## src/rtl/serial_add_pkg.sv

```systemverilog
`default_nettype none
// ============================================================================
//  Module   : serial_add_pkg
//  Purpose  : Shared types and constants for the bit-serial add/subtract
//             engine: FSM state encoding, default operand width and the
//             bit-counter width helper.
//  Ports    : none (package)
//  Revision : 1.0  initial release
// ============================================================================
package serial_add_pkg;

  localparam int DEFAULT_WIDTH = 8;

  typedef enum logic [1:0] {
    IDLE = 2'd0,
    RUN  = 2'd1,
    DONE = 2'd2
  } state_e;

  // Bits needed to count 0..w-1.
  function automatic int cnt_width(input int w);
    return $clog2(w);
  endfunction

endpackage
`default_nettype wire

```

## src/rtl/serial_add_ctrl_full_add.sv

```systemverilog
`default_nettype none
// ============================================================================
//  Module   : full_add
//  Purpose  : Single-bit full adder cell, the only arithmetic element of the
//             serial engine.
//  Ports    : a, b, cin  - addend bits and carry-in
//             sum, cout  - sum bit and carry-out
//  Revision : 1.0  initial release
// ============================================================================
module full_add (
  input  logic a,
  input  logic b,
  input  logic cin,
  output logic sum,
  output logic cout
);

  assign sum  = a ^ b ^ cin;
  assign cout = (a & b) | (a & cin) | (b & cin);

endmodule
`default_nettype wire

```

## src/rtl/serial_add_ctrl.sv

```systemverilog
`default_nettype none
// ============================================================================
//  Module   : serial_add_ctrl
//  Purpose  : Bit-serial add/subtract engine. Operands are accepted on a
//             valid/ready handshake, processed LSB first through one full
//             adder cell over WIDTH cycles, and the result is offered on a
//             valid/ready handshake.
//  Ports    : clk, rst_n            - clock, async active-low reset
//             in_valid / in_ready   - operand handshake
//             a, b, cin, sub        - operands, carry-in, subtract select
//             out_valid / out_ready - result handshake
//             sum, cout, ovf        - result, carry-out, signed overflow
//             busy                  - high while bits are being processed
//  Revision : 1.0  initial release
// ============================================================================
module serial_add_ctrl
  import serial_add_pkg::*;
#(
  parameter int WIDTH = DEFAULT_WIDTH
) (
  input  logic             clk,
  input  logic             rst_n,
  input  logic             in_valid,
  output logic             in_ready,
  input  logic [WIDTH-1:0] a,
  input  logic [WIDTH-1:0] b,
  input  logic             cin,
  input  logic             sub,
  output logic             out_valid,
  input  logic             out_ready,
  output logic [WIDTH-1:0] sum,
  output logic             cout,
  output logic             ovf,
  output logic             busy
);

  localparam int CNT_W = cnt_width(WIDTH);
  localparam logic [CNT_W-1:0] C_LAST_BIT = CNT_W'(WIDTH - 1);

  state_e             state_q, state_d;
  logic [WIDTH-1:0]   a_sh_q, b_sh_q, sum_sh_q;
  logic               carry_q;
  logic [CNT_W-1:0]   bit_cnt_q;
  logic [WIDTH-1:0]   sum_q;
  logic               cout_q, ovf_q;

  logic               w_fa_sum, w_fa_cout;
  logic               w_accept, w_last;

  full_add u_full_add (
    .a    (a_sh_q[0]),
    .b    (b_sh_q[0]),
    .cin  (carry_q),
    .sum  (w_fa_sum),
    .cout (w_fa_cout)
  );

  assign w_accept = in_valid && (state_q == IDLE);
  assign w_last   = (state_q == RUN) && (bit_cnt_q == C_LAST_BIT);

  // ---------------- state register ----------------
  always_ff @(posedge clk or negedge rst_n) begin
    if (!rst_n) begin
      state_q <= IDLE;
    end else begin
      state_q <= state_d;
    end
  end

  // ---------------- next-state logic ----------------
  always_comb begin
    state_d = state_q;
    case (state_q)
      IDLE:    if (in_valid)  state_d = RUN;
      RUN:     if (w_last)    state_d = DONE;
      DONE:    if (out_ready) state_d = IDLE;
      default:                state_d = IDLE;
    endcase
  end

  // ---------------- output logic ----------------
  always_comb begin
    in_ready  = (state_q == IDLE);
    out_valid = (state_q == DONE);
    busy      = (state_q == RUN);
  end

  // ---------------- datapath ----------------
  // Subtraction is A + ~B + 1, so the inversion and forced carry are applied
  // at load time and the serial loop is identical for both operations.
  always_ff @(posedge clk or negedge rst_n) begin
    if (!rst_n) begin
      a_sh_q    <= '0;
      b_sh_q    <= '0;
      sum_sh_q  <= '0;
      carry_q   <= 1'b0;
      bit_cnt_q <= '0;
      sum_q     <= '0;
      cout_q    <= 1'b0;
      ovf_q     <= 1'b0;
    end else begin
      if (w_accept) begin
        a_sh_q    <= a;
        b_sh_q    <= sub ? ~b : b;
        carry_q   <= sub ? 1'b1 : cin;
        bit_cnt_q <= '0;
      end else if (state_q == RUN) begin
        a_sh_q    <= {1'b0, a_sh_q[WIDTH-1:1]};
        b_sh_q    <= {1'b0, b_sh_q[WIDTH-1:1]};
        sum_sh_q  <= {w_fa_sum, sum_sh_q[WIDTH-1:1]};
        carry_q   <= w_fa_cout;
        bit_cnt_q <= bit_cnt_q + CNT_W'(1);
        // On the MSB, carry_q is the carry into the MSB, so XOR with the
        // cell carry-out gives two's-complement overflow.
        if (w_last) begin
          sum_q  <= {w_fa_sum, sum_sh_q[WIDTH-1:1]};
          cout_q <= w_fa_cout;
          ovf_q  <= carry_q ^ w_fa_cout;
        end
      end
    end
  end

  assign sum  = sum_q;
  assign cout = cout_q;
  assign ovf  = ovf_q;

endmodule
`default_nettype wire

```

## config.mk

```make
export PLATFORM = sky130hd
export DESIGN_NAME = serial_add_ctrl
export DESIGN_NICKNAME = d
export VERILOG_FILES = /design/src/rtl/serial_add_pkg.sv /design/src/rtl/serial_add_ctrl_full_add.sv /design/src/rtl/serial_add_ctrl.sv
export SDC_FILE = /design/constraint.sdc
export NUM_CORES = 1
export LEC_CHECK = 0
export CAP_MARGIN = 20
export CORE_UTILIZATION = 40
export CTS_BUF_LIST = sky130_fd_sc_hd__clkbuf_4 sky130_fd_sc_hd__clkbuf_8 sky130_fd_sc_hd__clkbuf_16
export DETAILED_ROUTE_END_ITERATION = 10
export GPL_ROUTABILITY_DRIVEN = 0
export PLACE_DENSITY = 0.7
export SYNTH_ARGS = -nofsm -noshare
export SYNTH_HDL_FRONTEND = slang
export SYNTH_SLANG_ARGS = --single-unit
```

## constraint.sdc

```tcl
create_clock -name clk -period 2.85 [get_ports clk]
set_clock_uncertainty 0.05 [all_clocks]
set_input_delay 0.285 -clock clk [delete_from_list [all_inputs] [get_ports clk]]
set_output_delay 0.285 -clock clk [all_outputs]
set_load 0.05 [all_outputs]
```

Yosys cells after proc, flatten, opt, wreduce, memory -nomap -nowiden

Cells that the tools add are included.

Magnitude comparators: 0
Bitwise gates (word level): 10
Reductions and logical operators: 7
Divide/modulo/power cells: 0
Shift-type cells: 0
Multipliers: 0
Add/sub/neg operators: 1
Equality and inequality tests: 6
Mux-type cells: 14

Operators with widths:

| kind                                                                  | number |
|---|---|
| 8-bit 2-to-1 mux                                                      | 5 |
| 8-bit inverter                                                        | 1 |
| 2-bit 2-to-1 mux                                                      | 3 |
| 3-bit 2-to-1 mux                                                      | 2 |
| 2-bit one-hot mux with 3 select lines                                 | 1 |
| 3-bit AND reduction                                                   | 2 |
| 2-bit by 1-bit != test with 1-bit output, second input constant       | 2 |
| 3-bit by 1-bit adder with 3-bit output, second input constant         | 1 |
| 1-bit bitwise AND                                                     | 3 |
| 3-bit equality test, second input constant                            | 1 |
| 1-bit 2-to-1 mux                                                      | 3 |
| 1-bit XOR                                                             | 3 |
| 2-bit by 1-bit equality test with 1-bit output, second input constant | 1 |
| 2-bit equality test, second input constant                            | 1 |
| 1-bit logical AND                                                     | 2 |
| 2-bit zero test                                                       | 1 |
| 2-bit != test, second input constant                                  | 1 |
| 1-bit bitwise OR                                                      | 2 |
| 2-bit AND reduction                                                   | 1 |
| 2-bit nonzero test                                                    | 1 |
| 1-bit inverter                                                        | 1 |

Bits in latches: 0
Logic and storage cells: 47
Output and inout bits: 13
RAM bits: 0
Bits of input ports: 22
Memories: 0
Bits in read-only memories: 0
Register bits after elaboration: 40

Longest topological paths before layout

Depth after elaboration: 5
Depth in mapped cells: 6
Mapped depth without buffers: 5

By module

Synthesis repeated with hierarchy kept, for this count alone.

Cells, all modules: 175
Area total of the unflattened synthesis: 1776.7 sq um

Modules (own cells, without submodules):

| module          | area an instance (sq um) | seq. area each (sq um) | times used | cells an instance |
|---|---|---|---|---|
| serial_add_ctrl | 1756.7                   | 975.9                  | 1          | 174 |
| full_add        | 20.0                     | 0.0                    | 1          | 1 |

Least setup slack after synthesis

No wires, ideal clock.

Path type: register -> output
From: register state_q[0]
To: output in_ready
Cell stages (with the launch flop): 3
Arrival: 1.283 ns
Setup slack: 1.232 ns
Cells stage by stage: dfrtp_1 > clkbuf_1 > nor2_1

Cells in the longest elaborated chain, start to end: 1

RTL lines:

| item                   | line                  | RTL |
|---|---|---|
| from (decl)            | serial_add_ctrl.sv:40 | `state_e state_q, state_d;` |
| from (signal assigned) | serial_add_ctrl.sv:66 | `state_q <= state_d;` |
| 2-bit zero test        | serial_add_ctrl.sv:83 | `in_ready = (state_q == IDLE);` |
| to (decl)              | serial_add_ctrl.sv:24 | `output logic in_ready,` |

Every way passes these cells.

Final worst setup path

From: register state_q[1]
To: output out_valid

Cells in the longest elaborated chain, start to end: 1

RTL lines:

| item                | line                  | RTL |
|---|---|---|
| 2-bit equality test | serial_add_ctrl.sv:84 | `out_valid = (state_q == DONE);` |
| to (decl)           | serial_add_ctrl.sv:29 | `output logic out_valid,` |

Every way passes these cells.

==> metrics <==
status complete, no violations; FF+latch area 975.9 um2; worst-path fanout max 17; vias in the first global route 1231; Chip Height 68.74 um; Synth area leader dfrtp_1; drt first pass iters 4; first-pass GRT wire length 5.706 mm; Cell Pwr Density 1133 nW/um2; synthesized area per cell 10.01 um2; die area 4725 um2; initial antenna violation count 0; worst reg-to-reg path cell count 5; antenna-violating nets left 0; Slew headroom 0.4261; worst endpoint data arrival time 1.93 ns; vias 1303; Slew @ Worst Pin 0.8609 ns; VDD IR max 0.0004028 V; Setup TNS Final 0 ns; Primary FF master, synth dfrtp_1; Mapped Cells 178; WL per Instance 12.91 um; Critical Path End Type output pin; Filler cells 387; Setup-failing EPs final 0; count leader, synth nand2_1; crit share post-route 0.7962; # DRC 0; Leak 1.040 nW; Max Buffers Root-to-Sink 2; initial drt markers 66; post-synthesis sequential area ratio 0.5478; post-route cell area 2273 um2; drt via density 4.973; largest net degree at the start of global routing 40; Post-CTS Hold Buffers 0; Clk pwr share 0.185; total routed wirelength 3.383 mm; Post-synth ARST share 1.000; switching portion of total power 0.4029; share of cells above drive strength 1 0.1085; CTS Buf Count 5; RSZ-0062 raised after global routing false; placed cell areas 2156 um2; Yosys cell types 25; Post-Layout Cell Count 262; Synth Cell Area 1782 um2; Net Count, Synth 203; GRT overflow 0; Seq cells post-synth 39; dpl cells 254; Required @ worst endpoint 2.52 ns; IO Port Bufs 34; R2R Setup Slk 1.01 ns; Fin. Hold Viols 0; Max Fclk 440.7 MHz; Synth area leaders dfrtp_1, nand2_1, mux2_2; type of origin of the critical path flop; sequential power share 0.372; Switch Pwr 0.001038 W; Synth Warn # 0; CTS tree yes; n_diodes 0; post-DP HPWL 2.273 mm; Int Power 0.001538 W; top cells by instance count after synthesis nand2_1, dfrtp_1, o21ai_0; Critical Path, Cell by Cell nand2b_1 -> inv_1 -> clkdlybuf4s50_1; max_cap viols 0; Slew Limit Fails 0; Multi-input gate area 742.0 um2; buffers and inverters on the worst path 2; reg2reg end b_sh_q[2]; I/O pins 35; PostCTS Resize Cnt 0; reg-to-reg startpoint state_q[1]; H-Tree Depth 2; CP max stage cell clkdlybuf4s50_1; clk slew on worst S/H paths 0.08 ns; hold_ws 0.04755 ns; Worst path max stage delay 0.79 ns; delay-heaviest family, CP buffers and inverters; Nets 236; Global Route Usage Sum 0.1687; Root Buffer clkbuf_8; Yosys top cell area share 0.5478; clock sink total 39; core area 4144 um2; Initial Util 0.4300; combinational power share 0.444; Clk Latency, worst-skew pair 0.29 ns; Hold Path Class in2async; Setup Buffers After CTS 0; P&R area growth vs syn 27.60%; number of synthesized flops with an enable pin 0; Crit Path Class reg2out; Final Critical Period 2.269 ns; die width 68.74 um; row count 23
==> cell type report <==
type,count,area share
Multi-Input combinational cell,126,0.3264
Timing Repair Buffer,37,0.1618
Clock buffer,6,0.03632
Clock inverter,2,0.01541
Inverter,2,0.003302
Tap cell,50,0.02752
Sequential cell,39,0.4293
==> power by group through the flow <==
stage | Sequential, W | Combinational (W) | Clock, W
after floorplan | 0.00114 | 0.000606 | 0
after global placement | 0.000966 | 0.00112 | 0
after detailed placement | 0.000967 | 0.00116 | 0
after CTS | 0.000959 | 0.00115 | 0.000487
after global routing | 0.000991 | 0.00127 | 0.000509
final | 0.000958 | 0.00114 | 0.000476
==> state kept, by name, summed over array words and instances (netlist names) <==
signal	cells
sum_sh_q	7
state_q	2
bit_cnt_q	3
sum	8
b_sh_q	8
carry_q	1
ovf	1
cout	1
a_sh_q	8
==> worst max path at each step <==
stage / start / to / cells past startpoint
after floorplan: state_q[0] / in_ready / 2
after global routing: state_q[1] / out_valid / 3
after detailed placement: in_valid / b_sh_q[2] / 4
final: state_q[1] / out_valid / 3
after CTS: state_q[1] / out_valid / 3
after global placement: in_valid / b_sh_q[7] / 4
==> cell usage in the layout (no fill, tap or decap) <==
| cell | count |
|---|---|
| a21oi_1 | 5 |
| a22oi_1 | 10 |
| a31oi_1 | 6 |
| and2b_1 | 1 |
| buf_12 | 1 |
| buf_2 | 1 |
| buf_4 | 3 |
| bufinv_16 | 1 |
| clkbuf_8 | 6 |
| clkdlybuf4s50_1 | 32 |
| clkinv_2 | 1 |
| dfrtp_1 | 39 |
| fa_1 | 1 |
| ha_1 | 2 |
| inv_1 | 2 |
| mux2_2 | 9 |
| nand2_1 | 45 |
| nand2b_1 | 2 |
| nand3_1 | 4 |
| nand3b_1 | 1 |
| nor2_1 | 8 |
| nor2b_1 | 6 |
| nor3b_1 | 1 |
| o21ai_0 | 13 |
| o21bai_1 | 1 |
| or2_2 | 1 |
| or3b_1 | 1 |
| xnor2_1 | 2 |
| xor2_1 | 7 |
==> routing by layer <==
layer / GRT usage / up-vias / part of all wire
li1: - / 657 / -
met1: 0.2251 / 616 / 0.48
met2: 0.2463 / 24 / 0.46
met3: 0.05757 / 6 / 0.044
met4: 0.07653 / 0 / 0.016
met5: 0 / - / 0
==> cells by family after synthesis <==
group | count (synthesis) | share of synthesized area
and+or+nand+nor | 70 | 0.1721
DFF | 39 | 0.5478
AOI/OAI and AO/OA | 35 | 0.1180
xor gates and xnor gates | 9 | 0.04424
buffers and inverters | 13 | 0.03581
adders and majority gates | 3 | 0.02528
muxes | 9 | 0.05688
==> per-stage QoR <==
stage	setup slack (ns)	total power [W]	util
detailed placement	0.7840	0.002123	0.5202
global placement	0.8375	0.002086	0.5202
finish	0.5807	0.002576	0.5486
global route	0.4457	0.002770	0.5486
floorplan	1.232	0.001750	-
CTS	0.5567	0.002599	0.5486
(Power assumes the default switching activity.)
